===== src/rtl/axi_boundary_pkg.sv =====
// -----------------------------------------------------------------------------
// axi_boundary_pkg
// Shared definitions for the AXI write-burst boundary splitter.
//   - state_t      : splitter FSM states (IDLE=0, PART0=1, PART1=2)
//   - STRB_W       : byte-strobe width for the default 32-bit data path
//   - OFFSET_W     : address bits addressing a byte inside one beat (default)
//   - strb_width / offset_width : the same quantities for any DATA_W, used
//     by the parametrised modules so they follow their own DATA_W.
// -----------------------------------------------------------------------------
package axi_boundary_pkg;

   typedef enum logic [1:0] {
      IDLE  = 2'd0,
      PART0 = 2'd1,
      PART1 = 2'd2
   } state_t;

   localparam int DEF_DATA_W = 32;
   localparam int STRB_W     = DEF_DATA_W / 8;
   localparam int OFFSET_W   = $clog2(STRB_W);

   function automatic int strb_width(input int data_w);
      return data_w / 8;
   endfunction

   function automatic int offset_width(input int data_w);
      return $clog2(data_w / 8);
   endfunction

endpackage


===== src/rtl/axi_boundary_split_write_calc.sv =====
// -----------------------------------------------------------------------------
// axi_boundary_calc
// Purely combinational split arithmetic for one burst command.
//   addr  in  ADDR_W  burst start byte address (unaligned bits are ignored)
//   len   in  LEN_W   burst beats - 1
//   split out 1       burst crosses a 2^BOUNDARY_W-byte boundary
//   len0  out LEN_W   beats - 1 of the first sub-burst
//   addr1 out ADDR_W  start address of the second sub-burst (next boundary)
//   len1  out LEN_W   beats - 1 of the second sub-burst (valid only if split)
// -----------------------------------------------------------------------------
module axi_boundary_calc
   import axi_boundary_pkg::*;
#(
   parameter int ADDR_W     = 32,
   parameter int DATA_W     = 32,
   parameter int BOUNDARY_W = 12,
   parameter int LEN_W      = 8
) (
   input  logic [ADDR_W-1:0] addr,
   input  logic [LEN_W-1:0]  len,
   output logic              split,
   output logic [LEN_W-1:0]  len0,
   output logic [ADDR_W-1:0] addr1,
   output logic [LEN_W-1:0]  len1
);

   localparam int SHIFT = offset_width(DATA_W);
   // Comparison width wide enough for both the beat total and the room count.
   localparam int CMP_W = (LEN_W > BOUNDARY_W) ? LEN_W + 1 : BOUNDARY_W + 1;

   localparam logic [ADDR_W-1:0] LOW_MASK   = (ADDR_W'(1) << SHIFT) - ADDR_W'(1);
   localparam logic [ADDR_W-1:0] BOUND_SIZE = ADDR_W'(1) << BOUNDARY_W;
   localparam logic [ADDR_W-1:0] WIN_MASK   = BOUND_SIZE - ADDR_W'(1);

   logic [ADDR_W-1:0]   addr0;
   logic [BOUNDARY_W:0] offset;
   logic [BOUNDARY_W:0] avail;
   logic [CMP_W-1:0]    total_c;
   logic [CMP_W-1:0]    avail_c;

   assign addr0  = addr & ~LOW_MASK;
   assign offset = {1'b0, addr0[BOUNDARY_W-1:0]};

   // Beats that still fit before the next boundary; never zero because the
   // offset inside the window is strictly below the window size.
   assign avail   = ({1'b1, {BOUNDARY_W{1'b0}}} - offset) >> SHIFT;
   assign total_c = CMP_W'(len) + CMP_W'(1);
   assign avail_c = CMP_W'(avail);

   // A burst ending exactly on the boundary (total == avail) stays whole.
   assign split = (total_c > avail_c);
   assign len0  = split ? LEN_W'(avail_c - CMP_W'(1)) : len;
   assign len1  = LEN_W'(total_c - avail_c - CMP_W'(1));

   // Next boundary; the addition wraps modulo 2^ADDR_W at the top of memory.
   assign addr1 = (addr0 & ~WIN_MASK) + BOUND_SIZE;

endmodule


===== src/rtl/axi_boundary_split_write.sv =====
// -----------------------------------------------------------------------------
// axi_boundary_split_write
// Captures an upstream write-burst command, splits it into at most two
// sub-bursts that never cross a 2^BOUNDARY_W-byte boundary, and streams the
// data beats through combinationally with a per-sub-burst last flag.
//   clk_i, rst_ni         clock / asynchronous active-low reset
//   s_valid_i, s_ready_o  upstream beat handshake
//   s_addr_i, s_len_i     burst command, sampled on the first beat only
//   s_wdata_i, s_wstrb_i  upstream beat payload
//   m_valid_o, m_ready_i  downstream beat handshake
//   m_addr_o, m_len_o     registered sub-burst command, stable per sub-burst
//   m_wdata_o, m_wstrb_o  downstream beat payload (pass-through)
//   m_last_o              last beat of the current sub-burst
// -----------------------------------------------------------------------------
module axi_boundary_split_write
   import axi_boundary_pkg::*;
#(
   parameter int ADDR_W     = 32,
   parameter int DATA_W     = 32,
   parameter int BOUNDARY_W = 12,
   parameter int LEN_W      = 8
) (
   input  logic                clk_i,
   input  logic                rst_ni,
   input  logic                s_valid_i,
   output logic                s_ready_o,
   input  logic [ADDR_W-1:0]   s_addr_i,
   input  logic [LEN_W-1:0]    s_len_i,
   input  logic [DATA_W-1:0]   s_wdata_i,
   input  logic [DATA_W/8-1:0] s_wstrb_i,
   output logic                m_valid_o,
   input  logic                m_ready_i,
   output logic [ADDR_W-1:0]   m_addr_o,
   output logic [LEN_W-1:0]    m_len_o,
   output logic [DATA_W-1:0]   m_wdata_o,
   output logic [DATA_W/8-1:0] m_wstrb_o,
   output logic                m_last_o
);

   localparam int SHIFT = offset_width(DATA_W);
   localparam logic [ADDR_W-1:0] LOW_MASK = (ADDR_W'(1) << SHIFT) - ADDR_W'(1);

   state_t             state;
   logic [LEN_W-1:0]   count;
   logic [ADDR_W-1:0]  cur_addr;
   logic [LEN_W-1:0]   cur_len;
   logic [ADDR_W-1:0]  addr1_q;
   logic [LEN_W-1:0]   len1_q;
   logic               split_q;

   logic               calc_split;
   logic [LEN_W-1:0]   calc_len0;
   logic [ADDR_W-1:0]  calc_addr1;
   logic [LEN_W-1:0]   calc_len1;

   logic               active;
   logic               handshake;

   axi_boundary_calc #(
      .ADDR_W     (ADDR_W),
      .DATA_W     (DATA_W),
      .BOUNDARY_W (BOUNDARY_W),
      .LEN_W      (LEN_W)
   ) u_calc (
      .addr  (s_addr_i),
      .len   (s_len_i),
      .split (calc_split),
      .len0  (calc_len0),
      .addr1 (calc_addr1),
      .len1  (calc_len1)
   );

   // Beat path is a wire in both PART states; IDLE blocks it so the first
   // beat is never accepted in the capture cycle.
   assign active    = (state != IDLE);
   assign m_valid_o = active & s_valid_i;
   assign s_ready_o = active & m_ready_i;
   assign m_wdata_o = s_wdata_i;
   assign m_wstrb_o = s_wstrb_i;
   assign m_last_o  = active & (count == cur_len);
   assign m_addr_o  = cur_addr;
   assign m_len_o   = cur_len;
   assign handshake = m_valid_o & m_ready_i;

   always_ff @(posedge clk_i or negedge rst_ni) begin
      if (!rst_ni) begin
         state    <= IDLE;
         count    <= '0;
         cur_addr <= '0;
         cur_len  <= '0;
         addr1_q  <= '0;
         len1_q   <= '0;
         split_q  <= 1'b0;
      end else begin
         case (state)
            IDLE: begin
               if (s_valid_i) begin
                  cur_addr <= s_addr_i & ~LOW_MASK;
                  cur_len  <= calc_len0;
                  addr1_q  <= calc_addr1;
                  len1_q   <= calc_len1;
                  split_q  <= calc_split;
                  count    <= '0;
                  state    <= PART0;
               end
            end
            PART0, PART1: begin
               if (handshake) begin
                  if (count == cur_len) begin
                     count <= '0;
                     // Second sub-burst follows without a bubble.
                     if (state == PART0 && split_q) begin
                        cur_addr <= addr1_q;
                        cur_len  <= len1_q;
                        state    <= PART1;
                     end else begin
                        state <= IDLE;
                     end
                  end else begin
                     count <= count + LEN_W'(1);
                  end
               end
            end
            default: state <= IDLE;
         endcase
      end
   end

endmodule


===== config.mk =====
export PLATFORM = sky130hd
export DESIGN_NAME = axi_boundary_split_write
export DESIGN_NICKNAME = d
export VERILOG_FILES = /design/src/rtl/axi_boundary_pkg.sv /design/src/rtl/axi_boundary_split_write_calc.sv /design/src/rtl/axi_boundary_split_write.sv
export SDC_FILE = /design/constraint.sdc
export NUM_CORES = 1
export LEC_CHECK = 0
export BUFFER_PORTS_ARGS = -buffer_cell sky130_fd_sc_hd__buf_2
export CORE_UTILIZATION = 39
export CTS_CLUSTER_DIAMETER = 80
export DETAILED_ROUTE_END_ITERATION = 10
export PLACE_DENSITY = 0.66
export SLEW_MARGIN = 10
export SYNTH_ARGS = -nofsm -noshare
export SYNTH_HDL_FRONTEND = slang
export SYNTH_SLANG_ARGS = --single-unit

===== constraint.sdc =====
create_clock -name clk_i -period 2.3 [get_ports clk_i]
set_input_delay 0.46 -clock clk_i [delete_from_list [all_inputs] [get_ports clk_i]]
set_output_delay 0.46 -clock clk_i [all_outputs]
set_load 0.02 [all_outputs]

# Word level (Yosys, flattened, before mapping)
# Index checks and enable logic that the tools add are counted.
[classes] n_addsub=7 n_mul=0 n_div=0 magnitude_cmp=1 eq_ne=7 n_shift=0 muxes=20 n_bitwise=4 reduce_logical=9
[ops] op="$mux 32" n=4
[ops] op="$mux 8" n=8
[ops] op="$pmux 32 s2" n=1
[ops] op="$add 32x13->32 const B" n=1
[ops] op="$pmux 8 s2" n=2
[ops] op="$sub 8x1->8 const B" n=2
[ops] op="$sub 13x12->13 const A" n=1
[ops] op="$gt 9x11->1" n=1
[ops] op="$add 8x1->9 const B" n=1
[ops] op="$add 8x1->8 const B" n=1
[ops] op="$eq 8x8->1" n=1
[ops] op="$mux 2" n=4
[ops] op="$ne 2x2->1 const B" n=4
[ops] op="$sub 8x8->8" n=1
[ops] op="$reduce_and 3->1" n=2
[ops] op="$reduce_and 5->1" n=1
[ops] op="$and 1x1->1" n=4
[ops] op="$pmux 2 s2" n=1
[ops] op="$reduce_bool 2->1" n=2
[ops] op="$eq 2x1->1 const B" n=1
[ops] op="$eq 2x2->1 const B" n=1
[ops] op="$logic_not 2->1" n=1
[ops] op="$reduce_and 2->1" n=1
[ops] op="$reduce_or 2->1" n=1
[ops] op="$logic_and 1x1->1" n=1
[totals] reg_bits=91 latch_bits=0 mem_bits_rw=0 rom_bits=0 inputBits=80 out_inout_bits=79 wordCells=55 mem_count=0

# Longest topological paths before layout
# Gate-level depths: netlist of run 1.
[logic_depth] depth_word=6 mapped_depth=14 depth_no_buf=13

# Hierarchy
# Synthesis of run 1 repeated with hierarchy kept, for this count alone.
[hier_totals] cells_unflattened=528 area_unflattened_um2=5769.3
[by_module_without_submodules] module="axi_boundary_split_write" instances=1 cells_each=350 area_per_inst_um2=4478.0 seq_area_each_um2=2277.2
[by_module_without_submodules] module="axi_boundary_calc" instances=1 cells_each=178 area_per_inst_um2=1291.2 seq_area_each_um2=0.0

# Least setup slack after synthesis of run 1
# OpenSTA, ideal clock, no wires.
[synth_timing] kind="input to register" startpoint="input port s_addr_i[2]" endpoint="register cur_len[0], in the netlist m_len_o[0]" setup_time_ns=0.120 arrival_ns=2.909 required_ns=2.180 slack_ns=-0.728 cell_stages=14 n_path_buf=1 cell_sequence="inv_1 ha_1 nor4b_1 nand2_1 xnor2_1 inv_1 ha_1 inv_1 a221oi_1 a311oi_1 o211ai_2 buf_6 a21o_1 a31o_1"
[synth_via] elab_chain_cells=5 word_cells_on_any_way=6 classes_between="add/sub: 2; order compare: 1; mux: 3"
[synth_lines] element="from (decl)" line="axi_boundary_split_write.sv:27" text="input logic [ADDR_W-1:0] s_addr_i,"
[synth_lines] element="$sub 13x12->13 *" line="axi_boundary_split_write_calc.sv:46" text="assign avail = ({1'b1, {BOUNDARY_W{1'b0}}} - offset) >> SHIFT;"
[synth_lines] element="$gt 9x11->1 / $sub 8x1->8 (equally long branches)" line="axi_boundary_split_write_calc.sv:51, axi_boundary_split_write_calc.sv:52"
[synth_lines] element="$mux 8 *" line="axi_boundary_split_write_calc.sv:52" text="assign len0 = split ? LEN_W'(avail_c - CMP_W'(1)) : len;"
[synth_lines] element="$mux 8 *" line="axi_boundary_split_write.sv:97" text="if (s_valid_i) begin"
[synth_lines] element="$pmux 8 s2 *" line="axi_boundary_split_write.sv:95" text="case (state)"
[synth_lines] element="to (signal assigned)" line="axi_boundary_split_write.sv:99" text="cur_len <= calc_len0;"
[synth_lines] element="to (signal assigned)" line="axi_boundary_split_write.sv:114" text="cur_len <= len1_q;"
[synth_lines] element="to (decl)" line="axi_boundary_split_write.sv:46" text="logic [LEN_W-1:0] cur_len;"
# Every way passes the cells marked *; elsewhere a longest branch is shown, timed or not. The select of a mux whose other input is x is not followed.
# A chain may end at the register's enable or synchronous reset.

# Final worst setup path of run 1
# Same ends and word-level chain as after synthesis.

==> results.sh, run 1 <==
export IMPL_period_share_pct=110
export IMPL_peakVddDrop_mv=0.496
export IMPL_cp_max_fo=7
export IMPL_synthSimpleGateAreaFrac_pct=16.6
export IMPL_relSlewSlack_pct=66.2
export IMPL_cp_start_kind="input pin"
export IMPL_min_delay_path_class="input pin to asynchronous set/reset pin"
export IMPL_antennaDiodeCount=0
export IMPL_drt_iter0_markers=194
export IMPL_worst_slack_ps=-225
export IMPL_root_buffer="clkbuf_16"
export IMPL_period_needed_ps=2530
export IMPL_worst_skew_pair_late_latency_ps=340
export IMPL_ys_flop_type="dfrtp_1"
export IMPL_fin_area_sq_mm=0.00670
export IMPL_synth_compound_area_share_pct=13.9
export IMPL_setup_viol=10
export IMPL_numCtsBuffers=9
export IMPL_synth_mux_area_share_pct=5.32
export IMPL_htreeDepth=3
export IMPL_synth_top_family_by_area="simple AND/OR/NAND/NOR gates"
export IMPL_die_area_sq_mm=0.0132
export IMPL_area_delta_synth_final_pct=34.4
export IMPL_rows=40
export IMPL_finalWirelength_um=13100
export IMPL_violations="setup timing"
export IMPL_grt_max_degree=41
export IMPL_hpwlAfterDp_um=9860
export IMPL_cts_tree="yes"
export IMPL_io_pin_count=159
export IMPL_p_leak_uw=0.00306
export IMPL_hold_buffers=0
export IMPL_cts_sink_count=77
export IMPL_synth_fa_ha_area_share_pct=4.57
export IMPL_ys_seq_area_share_pct=38.6
export IMPL_fp_dieH_um=115
export IMPL_vias_per_cell=4.99
export IMPL_grt_ovfl_total=0
export IMPL_ant_nets=0
export IMPL_worstPathRequired_ps=2530
export IMPL_tightest_slew_ps=506
export IMPL_synth_seq_cells=77
export IMPL_io_buffers=82
export IMPL_synth_xor_area_share_pct=10.5
export IMPL_syn_area_sq_mm=0.00499
export IMPL_syn_avg_cell_area_sq_um=9.02
export IMPL_end_kind="flip-flop"
export IMPL_grt_pass1_wl_um=20900
export IMPL_critical_path_class="input pin to flip-flop"
export IMPL_drt_wirelength_per_cell_um=15.2
export IMPL_seq_area_sq_mm=0.00193
export IMPL_crit_arrival_ps=2750
export IMPL_yosysUniqueCellTypes=59
export IMPL_hold_slack_ps=60.4
export IMPL_path_clk_slew_ps=60
export IMPL_max_freq_mhz=396
export IMPL_gp_congestion=0.896
export IMPL_slew_viol_final=0
export IMPL_status="complete, but fails checks"
export IMPL_grt_pass1_vias=4291
export IMPL_grt_util_all_layers_pct=20.4
export IMPL_grt_setup_unrepaired="true"
export IMPL_drc_errors=0
export IMPL_core_area_sq_mm=0.0122
export IMPL_skew_ps=8.90
export IMPL_place_inst=825
export IMPL_start_util_pct=40.8
export IMPL_final_cell_count_no_fill=857
export IMPL_powerDensity_mw_per_mm2=1060
export IMPL_nFillCells=1113
export IMPL_nets=780
export IMPL_synth_edff_count=0
export IMPL_async_flop_share_pct=100
export IMPL_dpl_cell_area_sq_mm=0.00597
export IMPL_antenna_found_initial=0
export IMPL_syn_inst=553
export IMPL_dr_pass1_iters=4
export IMPL_vias=4276
export IMPL_drive_gt1_share_pct=38.5
export IMPL_maxCapViolations=0
export IMPL_multi_input_area_sq_mm=0.00287
export IMPL_fp_dieW_um=115
export IMPL_synth_warnings=0
export IMPL_clock_path_buffers=2
export IMPL_hold_violations=0
worst max-delay path, stage by stage:
cell      delay (ps)
buf_12           110
inv_12            40
ha_4             120
nor4b_4          210
nand2_1          130
xnor2_2          180
inv_2             60
ha_4             240
inv_4             70
a221oi_2          40
a311oi_2         250
buf_4            180
o211ai_4          90
buf_6            170
a21o_1           190
a31o_1           210
cells in the mapped netlist (3+ instances only):
library cell | instances | area [sq um]
a21o_1 | 6 | 45.0
a21oi_1 | 32 | 160
and3_1 | 7 | 43.8
buf_2 | 4 | 20.0
buf_4 | 38 | 285
buf_6 | 3 | 33.8
clkbuf_1 | 13 | 48.8
dfrtp_1 | 77 | 1930
ha_1 | 15 | 188
inv_1 | 26 | 97.6
mux2_2 | 4 | 45.0
mux2i_1 | 22 | 220
nand2_1 | 60 | 225
nand3_1 | 28 | 140
nand4_1 | 11 | 68.8
nor2_1 | 46 | 173
nor2b_1 | 5 | 31.3
o211ai_1 | 4 | 30.0
o21ai_0 | 40 | 200
o31ai_1 | 8 | 60.1
or3_1 | 3 | 18.8
xnor2_1 | 24 | 210
xor2_1 | 31 | 272
where the power goes:
group / leakage [uW] / internal, uW / switching [uW]
combinational: 0.00199 / 1380 / 1950
clock: 0.000148 / 899 / 572
sequential: 0.000929 / 1950 / 365
total: 0.00306 / 4230 / 2880
repair_timing:
item | 4_1_cts | 5_1_grt
pin swaps | 25 | 23
gates resized for setup | 34 | 27
buffers inserted | 11 | 7
setup endpoints to repair | 12 | 32
layer usage:
metal | wire length (um) | GRT usage (%)
met1 | 5660 | 25.2
met2 | 6590 | 35.8
met3 | 623 | 3.48
met4 | 199 | 7.45
met5 | 0 | 0
metrics by stage:
step | power, uW | util (%) | worst slack [ps] | TNS, ps
floorplan | 4400 | - | -295 | -2120
global placement | 5390 | 48.9 | -665 | -6770
detailed placement | 5490 | 48.9 | -752 | -7680
CTS | 7050 | 53.4 | -204 | -1500
global route | 7640 | 54.9 | -352 | -2970
finish | 7120 | 54.9 | -225 | -1680
kinds of logic (layout without fill, tap and decap cells):
logic type,count (synthesis),count (layout)
mux,26,26
other cells,1,2
buf+inv,87,222
xor+xnor,57,57
simple gates,176,176
flops,77,77
fa+ha+maj,18,18
compound gates,111,111
state kept, by name, summed over array words and instances (netlist names):
signal / count
split_q: 1
len1_q: 8
count: 8
m_addr_o: 30
state: 2
m_len_o: 8
addr1_q: 20
final timing paths:
kind | startpoint | to | slack (ps) | cells after the start
worst min-delay path | rst_ni | m_addr_o[18] | 60 | 1
min in group clk_i | s_addr_i[12] | addr1_q[12] | 390 | 2
max in group asynchronous | rst_ni | count[2] | 1660 | 2
worst min register to register | addr1_q[18] | addr1_q[18] | 480 | 2
worst max register to register | count[0] | m_addr_o[25] | 230 | 8
worst max-delay path | s_addr_i[2] | m_len_o[0] | -230 | 16
area by class of cell:
class                      instances  share of cell area, %
timing repair buffer             180                   18.7
inverter                          26                   1.87
multi-input combinational        390                   42.9
clock buffer                      11                   3.77
tap                              168                   3.14
clock inverter                     5                  0.878
sequential                        77                   28.8
cells in the final DEF, fill, tap and decap left out, drive strengths merged, types with 3 or more instances in the layout:
cell / n
nand4: 11
mux2: 4
xnor2: 26
a21o: 7
nand3: 28
o211ai: 5
or3: 3
xor2: 31
and2: 3
o21ai: 42
buf: 180
dfrtp: 77
inv: 26
ha: 15
clkbuf: 11
a21oi: 32
a31o: 4
nor3: 3
nand2: 60
and3: 8
nor2b: 5
o31ai: 9
nor2: 46
mux2i: 22
No activity file was read; power rests on OpenSTA's default activity.
==> inputs of run 2 (changes only) <==
Settings changed: ABC_AREA set to 1.
==> run 2 against run 1 <==
Net effect: sequential share of layout area up 1.3 points; worst setup slack better by 280 ps; clock power down 9.5%; worst hold slack worse by 34 ps; die area up 3.3%; core utilization down 4.8 points; global-route usage down 1.3 points; critical endpoint is now m_len_o[1]; routed wire length down 3.4%; the flow now finishes without violations; total power down 4.0%; highest routed layer unchanged; largest power group unchanged; sequential power about the same; maximum frequency up 12%; sequential cell count unchanged.
==> results.sh, run 2 <==
export IMPL_gp_congestion=0.852
export IMPL_hold_buffers=0
export IMPL_synthTopCellsByCount="nand2_1, dfrtp_1, inv_1, o21ai_0, nor2_1"
export IMPL_p_int_uw=3840
export IMPL_period_needed_ps=2250
export IMPL_ys_seq_area_share_pct=37.4
export IMPL_power_frac_seq_pct=33.4
export IMPL_largest_register_ffs=30
export IMPL_drive_gt1_share_pct=29.7
export IMPL_max_freq_mhz=445
export IMPL_fp_dieW_um=117
export IMPL_drc_errors=0
export IMPL_hold_slack_ps=26.5
export IMPL_crit_arrival_ps=2470
export IMPL_synth_top_area_cell="dfrtp_1"
export IMPL_io_buffers=82
export IMPL_p_leak_uw=0.00330
export IMPL_grt_setup_unrepaired="true"
export IMPL_nFillCells=1259
export IMPL_cts_tree="yes"
export IMPL_hold_violations=0
export IMPL_maxCapViolations=0
export IMPL_dpl_cell_area_sq_mm=0.00599
export IMPL_path_clk_slew_ps=60
export IMPL_synth_area_leaders="dfrtp_1, nand2_1, buf_4, inv_1, o21ai_0"
export IMPL_antennaDiodeCount=0
export IMPL_vias=4582
export IMPL_clock_path_buffers=2
export IMPL_end_kind="flip-flop"
export IMPL_cp_start_kind="input pin"
export IMPL_grt_ovfl_total=0
export IMPL_synth_xor_area_share_pct=6.44
export IMPL_synth_edff_count=0
export IMPL_p_sw_share_pct=43.8
export IMPL_synth_compound_area_share_pct=9.45
export IMPL_syn_area_sq_mm=0.00515
export IMPL_worstPathRequired_ps=2530
export IMPL_yosysUniqueCellTypes=47
export IMPL_period_share_pct=97.6
export IMPL_drt_wirelength_per_cell_um=13.0
export IMPL_tightest_slew_ps=593
export IMPL_numCtsBuffers=9
export IMPL_share_comb_of_total_power_pct=47.1
export IMPL_pwr_share_clk_pct=19.5
export IMPL_ant_nets=0
export IMPL_yosysMostFrequentCell="nand2_1"
export IMPL_setup_viol=0
export IMPL_p_switching_uw=2990
export IMPL_hpwlAfterDp_um=9380
export IMPL_die_area_sq_mm=0.0137
export IMPL_fp_dieH_um=117
export IMPL_synth_top_family_by_area="simple AND/OR/NAND/NOR gates"
export IMPL_synthSimpleGateAreaFrac_pct=30.0
export IMPL_grt_max_degree=51
export IMPL_nets=886
export IMPL_worst_skew_pair_late_latency_ps=340
export IMPL_min_delay_path_class="input pin to asynchronous set/reset pin"
export IMPL_synth_fa_ha_area_share_pct=4.03
export IMPL_tns_ps=0
export IMPL_rows=41
export IMPL_final_cell_mix="nand2_1, buf_2, dfrtp_1, buf_4, inv_1"
export IMPL_syn_avg_cell_area_sq_um=7.59
export IMPL_antenna_found_initial=0
export IMPL_peakVddDrop_mv=0.537
export IMPL_ys_flop_type="dfrtp_1"
export IMPL_fin_area_sq_mm=0.00640
export IMPL_critical_path_class="input pin to flip-flop"
export IMPL_io_pin_count=159
export IMPL_final_cell_count_no_fill=967
export IMPL_root_buffer="clkbuf_16"
export IMPL_synth_top_cell_area_share_pct=37.4
export IMPL_syn_inst=679
export IMPL_cp_max_fo=6
export IMPL_powerDensity_mw_per_mm2=1070
export IMPL_core_area_sq_mm=0.0128
export IMPL_synth_mux_area_share_pct=0
export IMPL_place_inst=946
export IMPL_vias_per_cell=4.74
export IMPL_grt_pass1_wl_um=20100
export IMPL_cts_sink_count=77
export IMPL_grt_pass1_vias=4110
export IMPL_status="completed"
export IMPL_finalWirelength_um=12600
export IMPL_drt_iter0_markers=325
export IMPL_dr_pass1_iters=6
export IMPL_final_common_cell="nand2_1"
export IMPL_skew_ps=8.02
export IMPL_slew_viol_final=0
export IMPL_start_util_pct=40.3
export IMPL_async_flop_share_pct=100
export IMPL_synth_warnings=0
export IMPL_relSlewSlack_pct=60.2
export IMPL_synth_seq_cells=77
export IMPL_area_delta_synth_final_pct=24.2
export IMPL_htreeDepth=3
export IMPL_power_total_uw=6830
export IMPL_grt_util_all_layers_pct=19.1
[run 2: cell count changes after synthesis, moves of 8 or more]
cell | previous run | this run
nand2_2 | 0 | 10
nor3_1 | 2 | 10
nand2_1 | 60 | 203
xnor2_1 | 24 | 11
inv_1 | 26 | 62
mux2i_1 | 22 | 0
a21oi_1 | 32 | 8
nand3_1 | 28 | 37
[run 2: power by group through the flow]
stage	registers (uW)	clock network, uW	logic, uW
2_1_floorplan	2600	0	1970
3_3_place_gp	2290	0	3150
3_5_place_dp	2310	0	3190
4_1_cts	2290	1370	3200
5_1_grt	2360	1410	3640
6_report	2280	1330	3220
[run 2: final timing paths]
| check | to | depth (start not counted) | start | slack, ps |
|---|---|---|---|---|
| min in group clk_i | addr1_q[12] | 2 | s_addr_i[12] | 400 |
| min reg2reg | m_addr_o[16] | 2 | m_addr_o[16] | 470 |
| min | m_addr_o[11] | 1 | rst_ni | 30 |
| max | m_len_o[1] | 18 | s_addr_i[2] | 50 |
| max in group asynchronous | addr1_q[21] | 2 | rst_ni | 1660 |
| max reg2reg | m_addr_o[23] | 8 | state[0] | 220 |
[run 2: per-stage QoR]
step           utilization, %  setup WS [ps]
3_5_place_dp             46.9           -350
2_1_floorplan               -          -28.2
4_1_cts                  49.1           1.29
6_report                 50.1           54.2
5_1_grt                  50.1          -87.7
3_3_place_gp             46.9           -317
[run 2: worst max-delay path, cell delays in order]
cell     delay (ps)
buf_12          110
inv_16           40
ha_4            120
inv_2            40
nor2_4          120
nand3_2          80
xor2_1          170
inv_1           110
ha_4            300
nand3_4          80
nor2_4          180
nand3_4         100
nand3_4         150
nand2_4          90
nand2_1          90
nand3_1          80
nand2_1          90
nand2_1          50
[run 2: timing repair]
| item | CTS | global route |
|---|---|---|
| endpoints found under the setup margin | 0 | 12 |
| setup buffers | 0 | 3 |
| resized for setup | 0 | 27 |
[run 2: cell type report]
class	count	area, sq um	area share (%)
Multi-Input combinational cell	478	2710	42.3
Clock inverter	6	46.3	0.724
Clock buffer	10	229	3.58
Tap cell	172	215	3.36
Timing Repair Buffer	155	995	15.5
Sequential cell	77	1930	30.1
Inverter	69	280	4.38
[run 2: cell families (layout without fill, tap and decap cells)]
| family | count (synthesis) | in the layout |
|---|---|---|
| buffers and inverters | 127 | 240 |
| AO/OA/AOI/OAI | 82 | 82 |
| AND/OR/NAND/NOR | 339 | 341 |
| adder cells (fa/ha/maj) | 16 | 16 |
| flip-flops | 77 | 77 |
| XOR/XNOR | 37 | 37 |
| other | 1 | 2 |
[run 2: metal layers]
metal  vias up  wire length (um)  track usage (%)
met5         -                 0                0
met4         0               138             6.84
met3        18               584             2.88
met2       118              5750             28.6
met1      2086              6150             27.8
li1       2360                 -                -
